$ cat config.mk
export PLATFORM = sky130hd
export DESIGN_NAME = alu_exec_ctrl
export DESIGN_NICKNAME = d
export VERILOG_FILES = /design/src/rtl/hpu_pkg.sv /design/src/rtl/alu_wait_timer.sv /design/src/rtl/alu_exec_ctrl.sv
export SDC_FILE = /design/constraint.sdc
export NUM_CORES = 1
export LEC_CHECK = 0
export CAP_MARGIN = 10
export CELL_PAD_IN_SITES_DETAIL_PLACEMENT = 0
export CELL_PAD_IN_SITES_GLOBAL_PLACEMENT = 1
export CORE_MARGIN = 2
export CORE_UTILIZATION = 41
export DETAILED_ROUTE_END_ITERATION = 16
export GPL_ROUTABILITY_DRIVEN = 1
export HOLD_SLACK_MARGIN = 0.15
export PLACE_DENSITY_LB_ADDON = 0.1
export SETUP_SLACK_MARGIN = 0.1
export SLEW_MARGIN = 0
export SYNTH_ARGS = -nofsm -noshare
export SYNTH_HDL_FRONTEND = slang
export SYNTH_SLANG_ARGS = --single-unit
$ cat constraint.sdc
create_clock -name clk -period 3.9 [get_ports clk]
set_clock_uncertainty 0.2 [all_clocks]
set_input_delay 0.78 -clock clk [delete_from_list [all_inputs] [get_ports clk]]
set_output_delay 0.78 -clock clk [all_outputs]
set_load 0.03 [all_outputs]
$ cat src/rtl/hpu_pkg.sv
// Shared definitions for the 16-bit Harvard datapath execute stage:
// opcodes, instruction field positions, sequencer states and opcode legality.
package hpu_pkg;

    localparam logic [5:0] OP_MOVI = 6'd0;
    localparam logic [5:0] OP_MOVR = 6'd1;
    localparam logic [5:0] OP_ADD  = 6'd4;
    localparam logic [5:0] OP_SUB  = 6'd5;
    localparam logic [5:0] OP_AND  = 6'd6;
    localparam logic [5:0] OP_MUL  = 6'd7;
    localparam logic [5:0] OP_DIV  = 6'd8;
    localparam logic [5:0] OP_OR   = 6'd9;
    localparam logic [5:0] OP_XOR  = 6'd10;
    localparam logic [5:0] OP_NAND = 6'd11;
    localparam logic [5:0] OP_NOR  = 6'd12;
    localparam logic [5:0] OP_XNOR = 6'd13;
    localparam logic [5:0] OP_LSH  = 6'd14;
    localparam logic [5:0] OP_ARSH = 6'd15;
    localparam logic [5:0] OP_LRSH = 6'd16;

    localparam int OPC_HI = 31;
    localparam int OPC_LO = 26;
    localparam int RD1_HI = 25;
    localparam int RD1_LO = 21;
    localparam int RS1_HI = 20;
    localparam int RS1_LO = 16;
    localparam int RS2_HI = 15;
    localparam int RS2_LO = 11;
    localparam int RD2_HI = 10;
    localparam int RD2_LO = 6;
    localparam int IMM_HI = 15;
    localparam int IMM_LO = 0;

    localparam int TMR_W = 8;

    typedef enum logic [2:0] {
        ST_IDLE,
        ST_RD_A,
        ST_RD_B,
        ST_EXEC,
        ST_WAIT,
        ST_WB1,
        ST_WB2
    } exec_state_e;

    function automatic logic is_legal_op(input logic [5:0] op);
        return (op == OP_MOVI) || (op == OP_MOVR) || ((op >= OP_ADD) && (op <= OP_LRSH));
    endfunction

endpackage

$ cat src/rtl/alu_wait_timer.sv
// Loadable down-counter bounding how long the sequencer waits on the divider;
// expired flags terminal count (zero).
module alu_wait_timer
    import hpu_pkg::*;
#(
    parameter int W = TMR_W
) (
    input  logic         clk,
    input  logic         rst_n,
    input  logic         load,
    input  logic [W-1:0] load_val,
    input  logic         dec,
    output logic         expired
);

    logic [W-1:0] cnt_q;
    logic [W-1:0] cnt_d;

    always_comb begin
        cnt_d = cnt_q;
        if (load) begin
            cnt_d = load_val;
        end else if (dec && (cnt_q != '0)) begin
            cnt_d = cnt_q - 1'b1;
        end
    end

    always_ff @(posedge clk or negedge rst_n) begin
        if (!rst_n) begin
            cnt_q <= '0;
        end else begin
            cnt_q <= cnt_d;
        end
    end

    assign expired = (cnt_q == '0);

endmodule

$ cat src/rtl/alu_exec_ctrl.sv
// Multi-cycle execute sequencer: reads operands from the single-port register
// file, drives the shared ALU, waits on the divider and writes results back.
//
// state   | meaning
// IDLE    | ready for an instruction; illegal opcodes set err here
// RD_A    | rf_addr = rsrc1
// RD_B    | alu_a holds rsrc1; rf_addr = rsrc2
// EXEC    | alu_b holds rsrc2; alu_start pulse
// WAIT    | divider busy, bounded by the wait timer
// WB1     | write result[15:0] to rdst1
// WB2     | write result[31:16] to rdst2 (MUL only)
module alu_exec_ctrl
    import hpu_pkg::*;
#(
    parameter int DIV_TIMEOUT = 64
) (
    input  logic        clk,
    input  logic        rst_n,
    input  logic        instr_valid,
    output logic        instr_ready,
    input  logic [31:0] instr,
    output logic [4:0]  rf_addr,
    output logic        rf_we,
    output logic [15:0] rf_wdata,
    input  logic [15:0] rf_rdata,
    output logic [5:0]  alu_op,
    output logic [15:0] alu_a,
    output logic [15:0] alu_b,
    output logic        alu_start,
    input  logic [31:0] alu_result,
    input  logic        alu_done,
    output logic        done,
    output logic        err
);

    // Outputs are registered with the state they belong to, so each state's
    // strobes and addresses are visible during that state.
    exec_state_e state_q, state_d;
    logic [5:0]  op_q, op_d;
    logic [4:0]  rs2_q, rs2_d, rd1_q, rd1_d, rd2_q, rd2_d;
    logic [15:0] res_hi_q, res_hi_d;
    logic [4:0]  rf_addr_q, rf_addr_d;
    logic        rf_we_q, rf_we_d;
    logic [15:0] rf_wdata_q, rf_wdata_d;
    logic [5:0]  alu_op_q, alu_op_d;
    logic [15:0] alu_a_q, alu_a_d, alu_b_q, alu_b_d;
    logic        alu_start_q, alu_start_d;
    logic        done_q, done_d;
    logic        err_q, err_d;
    logic        tmr_load, tmr_dec, tmr_expired;

    logic [5:0]  op_in;
    assign op_in = instr[OPC_HI:OPC_LO];

    alu_wait_timer #(.W(TMR_W)) u_timer (
        .clk      (clk),
        .rst_n    (rst_n),
        .load     (tmr_load),
        .load_val (TMR_W'(DIV_TIMEOUT - 1)),
        .dec      (tmr_dec),
        .expired  (tmr_expired)
    );

    always_comb begin
        state_d     = state_q;
        op_d        = op_q;
        rs2_d       = rs2_q;
        rd1_d       = rd1_q;
        rd2_d       = rd2_q;
        res_hi_d    = res_hi_q;
        rf_addr_d   = rf_addr_q;
        rf_we_d     = 1'b0;
        rf_wdata_d  = rf_wdata_q;
        alu_op_d    = alu_op_q;
        alu_a_d     = alu_a_q;
        alu_b_d     = alu_b_q;
        alu_start_d = 1'b0;
        done_d      = 1'b0;
        err_d       = err_q;
        tmr_load    = 1'b0;
        tmr_dec     = 1'b0;

        unique case (state_q)
            ST_IDLE: begin
                if (instr_valid) begin
                    if (!is_legal_op(op_in)) begin
                        err_d = 1'b1;
                    end else begin
                        op_d  = op_in;
                        rs2_d = instr[RS2_HI:RS2_LO];
                        rd1_d = instr[RD1_HI:RD1_LO];
                        rd2_d = instr[RD2_HI:RD2_LO];
                        if (op_in == OP_MOVI) begin
                            state_d    = ST_WB1;
                            rf_we_d    = 1'b1;
                            rf_addr_d  = instr[RD1_HI:RD1_LO];
                            rf_wdata_d = instr[IMM_HI:IMM_LO];
                            done_d     = 1'b1;
                        end else begin
                            state_d   = ST_RD_A;
                            rf_addr_d = instr[RS1_HI:RS1_LO];
                        end
                    end
                end
            end
            ST_RD_A: begin
                state_d   = ST_RD_B;
                alu_a_d   = rf_rdata;
                rf_addr_d = rs2_q;
            end
            ST_RD_B: begin
                // MOV reg already has its operand in alu_a; it never touches the ALU.
                if (op_q == OP_MOVR) begin
                    state_d    = ST_WB1;
                    rf_we_d    = 1'b1;
                    rf_addr_d  = rd1_q;
                    rf_wdata_d = alu_a_q;
                    done_d     = 1'b1;
                end else begin
                    state_d     = ST_EXEC;
                    alu_b_d     = rf_rdata;
                    alu_start_d = 1'b1;
                    alu_op_d    = op_q;
                end
            end
            ST_EXEC: begin
                if (op_q == OP_DIV) begin
                    state_d  = ST_WAIT;
                    tmr_load = 1'b1;
                end else begin
                    state_d    = ST_WB1;
                    res_hi_d   = alu_result[31:16];
                    rf_we_d    = 1'b1;
                    rf_addr_d  = rd1_q;
                    rf_wdata_d = alu_result[15:0];
                    done_d     = (op_q != OP_MUL);
                end
            end
            ST_WAIT: begin
                if (alu_done) begin
                    state_d    = ST_WB1;
                    res_hi_d   = alu_result[31:16];
                    rf_we_d    = 1'b1;
                    rf_addr_d  = rd1_q;
                    rf_wdata_d = alu_result[15:0];
                    done_d     = 1'b1;
                end else if (tmr_expired) begin
                    state_d = ST_IDLE;
                    err_d   = 1'b1;
                end else begin
                    tmr_dec = 1'b1;
                end
            end
            ST_WB1: begin
                if (op_q == OP_MUL) begin
                    state_d    = ST_WB2;
                    rf_we_d    = 1'b1;
                    rf_addr_d  = rd2_q;
                    rf_wdata_d = res_hi_q;
                    done_d     = 1'b1;
                end else begin
                    state_d = ST_IDLE;
                end
            end
            ST_WB2: begin
                state_d = ST_IDLE;
            end
            default: begin
                state_d = ST_IDLE;
            end
        endcase
    end

    always_ff @(posedge clk or negedge rst_n) begin
        if (!rst_n) begin
            state_q     <= ST_IDLE;
            op_q        <= '0;
            rs2_q       <= '0;
            rd1_q       <= '0;
            rd2_q       <= '0;
            res_hi_q    <= '0;
            rf_addr_q   <= '0;
            rf_we_q     <= 1'b0;
            rf_wdata_q  <= '0;
            alu_op_q    <= '0;
            alu_a_q     <= '0;
            alu_b_q     <= '0;
            alu_start_q <= 1'b0;
            done_q      <= 1'b0;
            err_q       <= 1'b0;
        end else begin
            state_q     <= state_d;
            op_q        <= op_d;
            rs2_q       <= rs2_d;
            rd1_q       <= rd1_d;
            rd2_q       <= rd2_d;
            res_hi_q    <= res_hi_d;
            rf_addr_q   <= rf_addr_d;
            rf_we_q     <= rf_we_d;
            rf_wdata_q  <= rf_wdata_d;
            alu_op_q    <= alu_op_d;
            alu_a_q     <= alu_a_d;
            alu_b_q     <= alu_b_d;
            alu_start_q <= alu_start_d;
            done_q      <= done_d;
            err_q       <= err_d;
        end
    end

    assign instr_ready = (state_q == ST_IDLE);
    assign rf_addr     = rf_addr_q;
    assign rf_we       = rf_we_q;
    assign rf_wdata    = rf_wdata_q;
    assign alu_op      = alu_op_q;
    assign alu_a       = alu_a_q;
    assign alu_b       = alu_b_q;
    assign alu_start   = alu_start_q;
    assign done        = done_q;
    assign err         = err_q;

endmodule

==> metrics.md, run 1 <==
| Metric | Value |
|---|---|
| CTS H-tree lvls | 3 |
| Placed cells | approximately 770 |
| R2R depth | 5 |
| YS warnings | 0 |
| Initial DRC Count | 211 |
| DR DRC count | 0 |
| Pin slew with the least headroom to its limit | 1.14 ns |
| Netlist cell types | 53 |
| Drt first pass iters | 5 |
| Clock Latency Late Sink | 0.35 ns |
| Delay of the slowest critical-path stage | between 0.7 and 0.8 ns |
| Share of layout cells above drive strength 1 | 22.1% |
| Syn nets | 550 |
| CP endpoint kind | primary output |
| Max Freq | ~300 MHz |
| Core ar. | 13200 sq um |
| Antenna Nets Post-Route | 0 |
| RSZ-0062 raised after global routing | false |
| Routability congestion estimate | 0.790 |
| Slew Limit Fails | 0 |
| Crit path depth | 2 |
| Largest net degree at the start of global routing | 63 |
| CTS sink cnt | 111 |
| Arrival time worst endpoint | 2.36 ns |
| Synthesized area | 5550 sq um |
| Top FF cell, synth | dfrtp_1 |
| Sw frac | 38.9% |
| Util after Layout | 56.6% |
| Routed Wire Length | 13700 microns |
| Post-synthesis register bit count | 111 |
| CTS tree | done |
| Flop2flop setup slack | 0.69 ns |
| Final hold vios | 0 |
| Post-Syn Instances | 464 |
| Post-synth EDFFs | 0 |
| MaxCap Viol Count | 0 |
| Total number of vias | 4093 |
| First-pass GRT wire length | 22400 microns |
| Vias in the first global route | 4332 |
| Setup bufs post-CTS | 0 |
| CP Launch Type | flop |
| Clk pin slew, worst setup/hold paths | 0.07 ns |
| Starting Density | 41.9% |
| CP bufs+invs | 1 |
| Worst-case clock buffer depth | 2 |
| Per-cell routed wire length | 17.5 microns |
| Largest delay share family, worst path | buffers and inverters |
| Leakage | 3.14 nW |
| Layout net count | 689 |
| Final Critical Period | 3.34 ns |
| Rows | between 40 and 50 |
| Setup violations, final | 0 |
| VDD IR max | 0.000369 V |
| Register area share after synthesis | between 50 and 60% |
| Max-slew headroom | a little under a quarter |
| Die Y | 120 microns |
| Final cycle utilization of the critical path | a little under nine tenths |
| Post-DP HPWL | about 10000 microns |
| Cts repair resizes | 0 |
| Crit path cell chain | nor3_1 -> clkdlybuf4s50_1 |
| Port bufs | 147 |
| Vias per std cell | around 5.2 |
| Largest cells by area after synthesis | dfrtp_1, mux2_2, mux2i_1, nand2_1, mux2_4 |
| Final hold slack | 0.251 ns |
| Sequential share of power | about a third |
| Combinational fraction of design power | 51.3% |
| Gr usage total | 20.0% |
| Clk network pwr share | about 15% |
| Clk root buf | clkbuf_16 |
| Asr flop ratio synth | 100% |
| Crit Path Class | reg -> out |
| RR Endpoint | rf_wdata[5]$_DFFE_PN0P_ |
| FF-to-FF Start | state_q[1]$_DFFE_PN0P_ |
| Switching power | 2.44 mW |
| Initial antenna violation count | 0 |
| CTS Buf Count | 9 |
| Avg Synthesized Cell Area | approximately 12 sq um |
| Die area | approximately 14000 sq um |
| Setup_tns | 0 ns |
| Slowest stage cell, crit path | clkdlybuf4s50_1 |
| Die width | 120 microns |
| Post-route insts no fill | 783 |
| WP data required | 2.92 ns |
| CP max FO | 26 |
| Cell taking the most area after synthesis | dfrtp_1 |
| Grt total ovfl | 0 |
| Post-CTS Hold Fix Bufs | 0 |
| Number of diodes | 0 |
| Yosys top cell area share | 50.0% |
| Area growth, synth to finish | 34.9% |
| Internal | 3.83 mW |
| Top Ports | 148 |
| Outcome | finished clean |
| Pwr dens | 838 nW/um^2 |
| Min-Delay Path Class | in -> async |
[power groups by stage]
stage / Combinational, mW / Clock [mW] / Sequential (mW)
2_1_floorplan: 1.63 / 0 / 2.60
4_1_cts: 3.27 / 0.976 / 2.13
6_report: 3.22 / 0.938 / 2.12
5_1_grt: 3.48 / 1.01 / 2.21
3_3_place_gp: 3.22 / 0 / 2.13
3_5_place_dp: 3.26 / 0 / 2.15
[final cells by class]
type,count,area (sq um)
Sequential cell,111,2780
Tap cell,176,220
Clock buffer,12,256
Clock inverter,3,42.5
Inverter,7,26.3
Timing Repair Buffer,155,1550
Fill cell,1192,5750
Multi-Input combinational cell,319,2610
[routing by layer]
layer	routed length (microns)	vias to the layer above	track usage, %	share of wire, %
met5	0	-	0	0
met4	148	0	4.65	1.1
met3	843	10	7.26	6.2
met2	6770	83	33.4	49
met1	5930	2044	24.8	43
li1	-	1956	-	-
[cells in the final DEF (no fill, tap or decap), types with 2 or more instances in the layout]
cell type        instances
buf_12                   2
o221ai_1                 5
clkbuf_8                 2
nand2_1                 37
o211ai_1                17
nor2_1                  26
a21oi_1                 20
mux2_4                   9
inv_1                    6
mux2i_1                 37
o22ai_1                  2
a22o_1                   2
xor2_1                   5
clkbuf_16                9
dfrtp_1                110
nand2b_1                 4
buf_4                    7
nor3_1                   3
ha_1                     2
a22oi_1                  5
nor3b_1                  2
clkdlybuf4s50_1        146
nand3b_1                 2
nor2b_1                  4
o21ai_0                 20
xnor2_1                  2
mux2_2                  87
nand3_1                  2
[worst max path at each step]
stage                           start                 endpoint  slack (ns)
2_1_floorplan  state_q[0]$_DFFE_PN0P_      op_q[0]$_DFFE_PN0P_        1.00
3_3_place_gp                 alu_done  rf_wdata[5]$_DFFE_PN0P_        0.48
3_5_place_dp                 alu_done  rf_wdata[1]$_DFFE_PN0P_        0.44
4_1_cts        state_q[1]$_DFFE_PN0P_              instr_ready        0.51
5_1_grt        state_q[1]$_DFFE_PN0P_              instr_ready        0.39
6_report       state_q[1]$_DFFE_PN0P_              instr_ready        0.56
[synth_stat cells (all sizes together), types with 4 or more instances]
cell,instances
nor2b,5
xor2,5
a21oi,20
mux2i,37
inv,7
o221ai,5
nand2b,4
nor3,4
dfrtp,111
a22oi,5
nand2,37
o21ai,20
mux2,97
clkbuf,9
o211ai,17
buf,17
nor2,28
[kinds of logic (layout without fill, tap and decap cells)]
logic type	after synthesis	count (layout)	synth area share, %
fa+ha+maj	2	2	0.450
mux	134	134	26.9
simple gates	95	95	8.74
buf+inv	34	177	3.04
flops	111	111	50.0
xor+xnor	7	7	1.10
compound gates	81	81	9.71
[stage by stage]
| step | cell area, sq um | setup WS, ns | power (mW) |
|---|---|---|---|
| after floorplan | 5550 | 1.00 | 4.23 |
| after global placement | 7190 | 0.481 | 5.35 |
| after detailed placement | 7190 | 0.444 | 5.41 |
| after CTS | 7490 | 0.514 | 6.37 |
| after global routing | 7490 | 0.394 | 6.70 |
| final | 7490 | 0.558 | 6.28 |
[registers in the layout (all words and copies together), names as in the netlist]
name	count
alu_a	16
alu_b	16
alu_op	6
alu_start	1
done	1
err	1
op_q	6
rd1_q	5
rd2_q	5
res_hi_q	16
rf_addr	5
rf_wdata	16
rf_we	1
rs2_q	5
state_q	3
u_timer.cnt_q	8
[worst reg2reg max path, delay by kind of cell, from the launching register on]
| family | cells | cell delay [ns] |
|---|---|---|
| simple gates | 2 | 1.08 |
| flops | 1 | 0.86 |
| mux | 1 | 0.43 |
| buf+inv | 1 | 0.39 |
| compound gates | 1 | 0.14 |
Power figures use the tool's default switching activity.
==> run 2: changes to the inputs <==
Settings changed: CORE_UTILIZATION 41 to 38, GPL_TIMING_DRIVEN from default to 0.
Clock period 3.9 ns to 3.1 ns, I/O delays scaled along.
==> metrics.md, run 2 (same netlist as run 1, synthesis figures left out) <==
| Metric | Value |
|---|---|
| Final hold slack | 0.276 ns |
| Slew Limit Fails | 0 |
| Arrival time worst endpoint | 2.78 ns |
| Gr usage total | 20.2% |
| Total number of vias | 4216 |
| First-pass GRT wire length | 24800 microns |
| RSZ-0062 raised after global routing | false |
| Port bufs | 147 |
| Top Ports | 148 |
| Final Critical Period | 2.74 ns |
| Clk pin slew, worst setup/hold paths | ~0.07 ns |
| Post-route cell area | 7580 sq um |
| Layout net count | 710 |
| Area growth, synth to finish | 36.4% |
| Setup violations, final | 0 |
| Crit path cell chain | clkdlybuf4s50_1 -> or3_4 -> or4_4 -> buf_6 -> nor2_8 -> nor3_4 -> buf_12 -> mux2_4 |
| VDD IR max | 0.000594 V |
| Vias in the first global route | between 4000 and 5000 |
| MaxCap Viol Count | 0 |
| Grt total ovfl | 0 |
| Rows | between 40 and 50 |
| Clk root buf | clkbuf_16 |
| Max-slew headroom | 56.0% |
| Die area | around 16000 sq um |
| DR DRC count | 0 |
| CTS sink cnt | 111 |
| Per-cell routed wire length | 18.9 microns |
| Flop2flop setup slack | 0.42 ns |
| Number of diodes | 0 |
| Die Y | 125 microns |
| Initial antenna violation count | 0 |
| Max Freq | 365 MHz |
| Final hold vios | 0 |
| WP data required | 3.14 ns |
| Routability congestion estimate | 0.796 |
| Drt first pass iters | 4 |
| Slowest stage cell, crit path | clkdlybuf4s50_1 |
| CP endpoint kind | flop |
| Core ar. | about 14000 sq um |
| Vias per std cell | 5.19 |
| Delay of the slowest critical-path stage | 0.44 ns |
| Routed Wire Length | 15400 microns |
| CTS tree | done |
| Crit Path Class | in -> reg |
| Clock Latency Late Sink | 0.35 ns |
| Min-Delay Path Class | reg -> reg |
| Share of layout cells above drive strength 1 | 21.7% |
| Die width | around 120 microns |
| CTS H-tree lvls | 3 |
| Initial DRC Count | 181 |
| Setup bufs post-CTS | 0 |
| Final cycle utilization of the critical path | 88.4% |
| Post-DP HPWL | 11300 microns |
| Leakage | approximately 3.2 nW |
| CTS Buf Count | 9 |
| Pwr dens | ~1000 nW/um^2 |
| Commonest cells after routing, fill and taps aside | clkdlybuf4s50_1, dfrtp_1, mux2_2 |
| CP Launch Type | input pin |
| Pin slew with the least headroom to its limit | 0.657 ns |
| Fillers | roughly 1300 |
| Final Power | 7.94 mW |
| Largest net degree at the start of global routing | 95 |
| CP max FO | 10 |
| Antenna Nets Post-Route | 0 |
| Outcome | finished clean |
| Worst-case clock buffer depth | 2 |
| Most common cell after layout, fill and taps aside | clkdlybuf4s50_1 |
| Starting Density | a little under 40% |
| Area after DPL | between 7000 and 8000 sq um |
-- run 2: cell types whose count changed in the layout (fill, tap and decap cells not counted), sizes merged --
| cell | change |
|---|---|
| buf | +10 |
| clkbuf | +7 |
| clkinvlp | +3 |
| bufinv | -1 |
| clkdlybuf4s15 | +1 |
| clkdlybuf4s50 | -1 |
| dlygate4sd3 | +1 |
| dlymetal6s2s | +1 |
-- run 2: power by group --
group | total (mW) | switching, mW | internal [mW]
Clock | 1.10 | 0.538 | 0.562
Sequential | 2.57 | 0.437 | 2.13
Combinational | 4.27 | 2.21 | 2.06
Total | 7.94 | 3.19 | 4.76
-- run 2: layout make-up --
class	count	area (sq um)	share of cell area, %
flip-flops and latches	111	2780	36.7
multi-input cells	319	2610	34.5
clock buffers	10	239	3.15
well taps	184	230	3.04
inverters	7	26.3	0.347
plain buffers	27	143	1.88
repair buffers	149	1510	20.0
clock inverters	5	35.0	0.462
-- run 2: worst paths after layout --
check / from / end / depth (start not counted)
worst min-delay path: err$_DFFE_PN0P_ / err$_DFFE_PN0P_ / 1
min in group asynchronous: rst_n / alu_b[4]$_DFFE_PN0P_ / 2
max in group asynchronous: rst_n / state_q[2]$_DFFE_PN0P_ / 3
worst max register to register: state_q[2]$_DFFE_PN0P_ / alu_a[15]$_DFFE_PN0N_ / 5
worst min register to register: err$_DFFE_PN0P_ / err$_DFFE_PN0P_ / 1
worst max-delay path: instr[29] / rf_wdata[11]$_DFFE_PN0P_ / 8
-- run 2: repair_timing --
action | CTS | global route
hold buffers | 1 | 0
endpoints found under the hold margin | 17 | 0
pin swaps | 0 | 0
setup endpoints to repair | 1 | 1
resized for setup | 1 | 1
-- run 2: per-layer routing --
layer | share of wire, % | GRT usage (%) | vias up
li1 | - | - | 2001
met1 | 45 | 26.0 | 2109
met2 | 49 | 34.3 | 97
met3 | 5.2 | 5.71 | 9
met4 | 0.97 | 3.66 | 0
met5 | 0 | 0 | -
-- run 2: critical path: cells and delay by family --
kind | cells | cell delay (ns)
buffers and inverters | 3 | 0.81
muxes | 1 | 0.30
and+or+nand+nor | 4 | 1.03
-- run 2: per-stage QoR --
stage	util, %	cells	TNS [ns]	setup slack [ns]
floorplan	-	464	0	0.202
global placement	50.3	795	-363.00	-3.28
detailed placement	50.5	796	-0.140	-0.0178
CTS	52.5	812	0	0.163
global route	52.5	812	0	0.198
finish	52.5	812	0	0.359
==> run 3: changes to the inputs <==
Settings changed: CTS_CLUSTER_DIAMETER from default to 40.
==> results of run 3 <==
No change in the layout: final DEF, timing and power equal those of run 2.
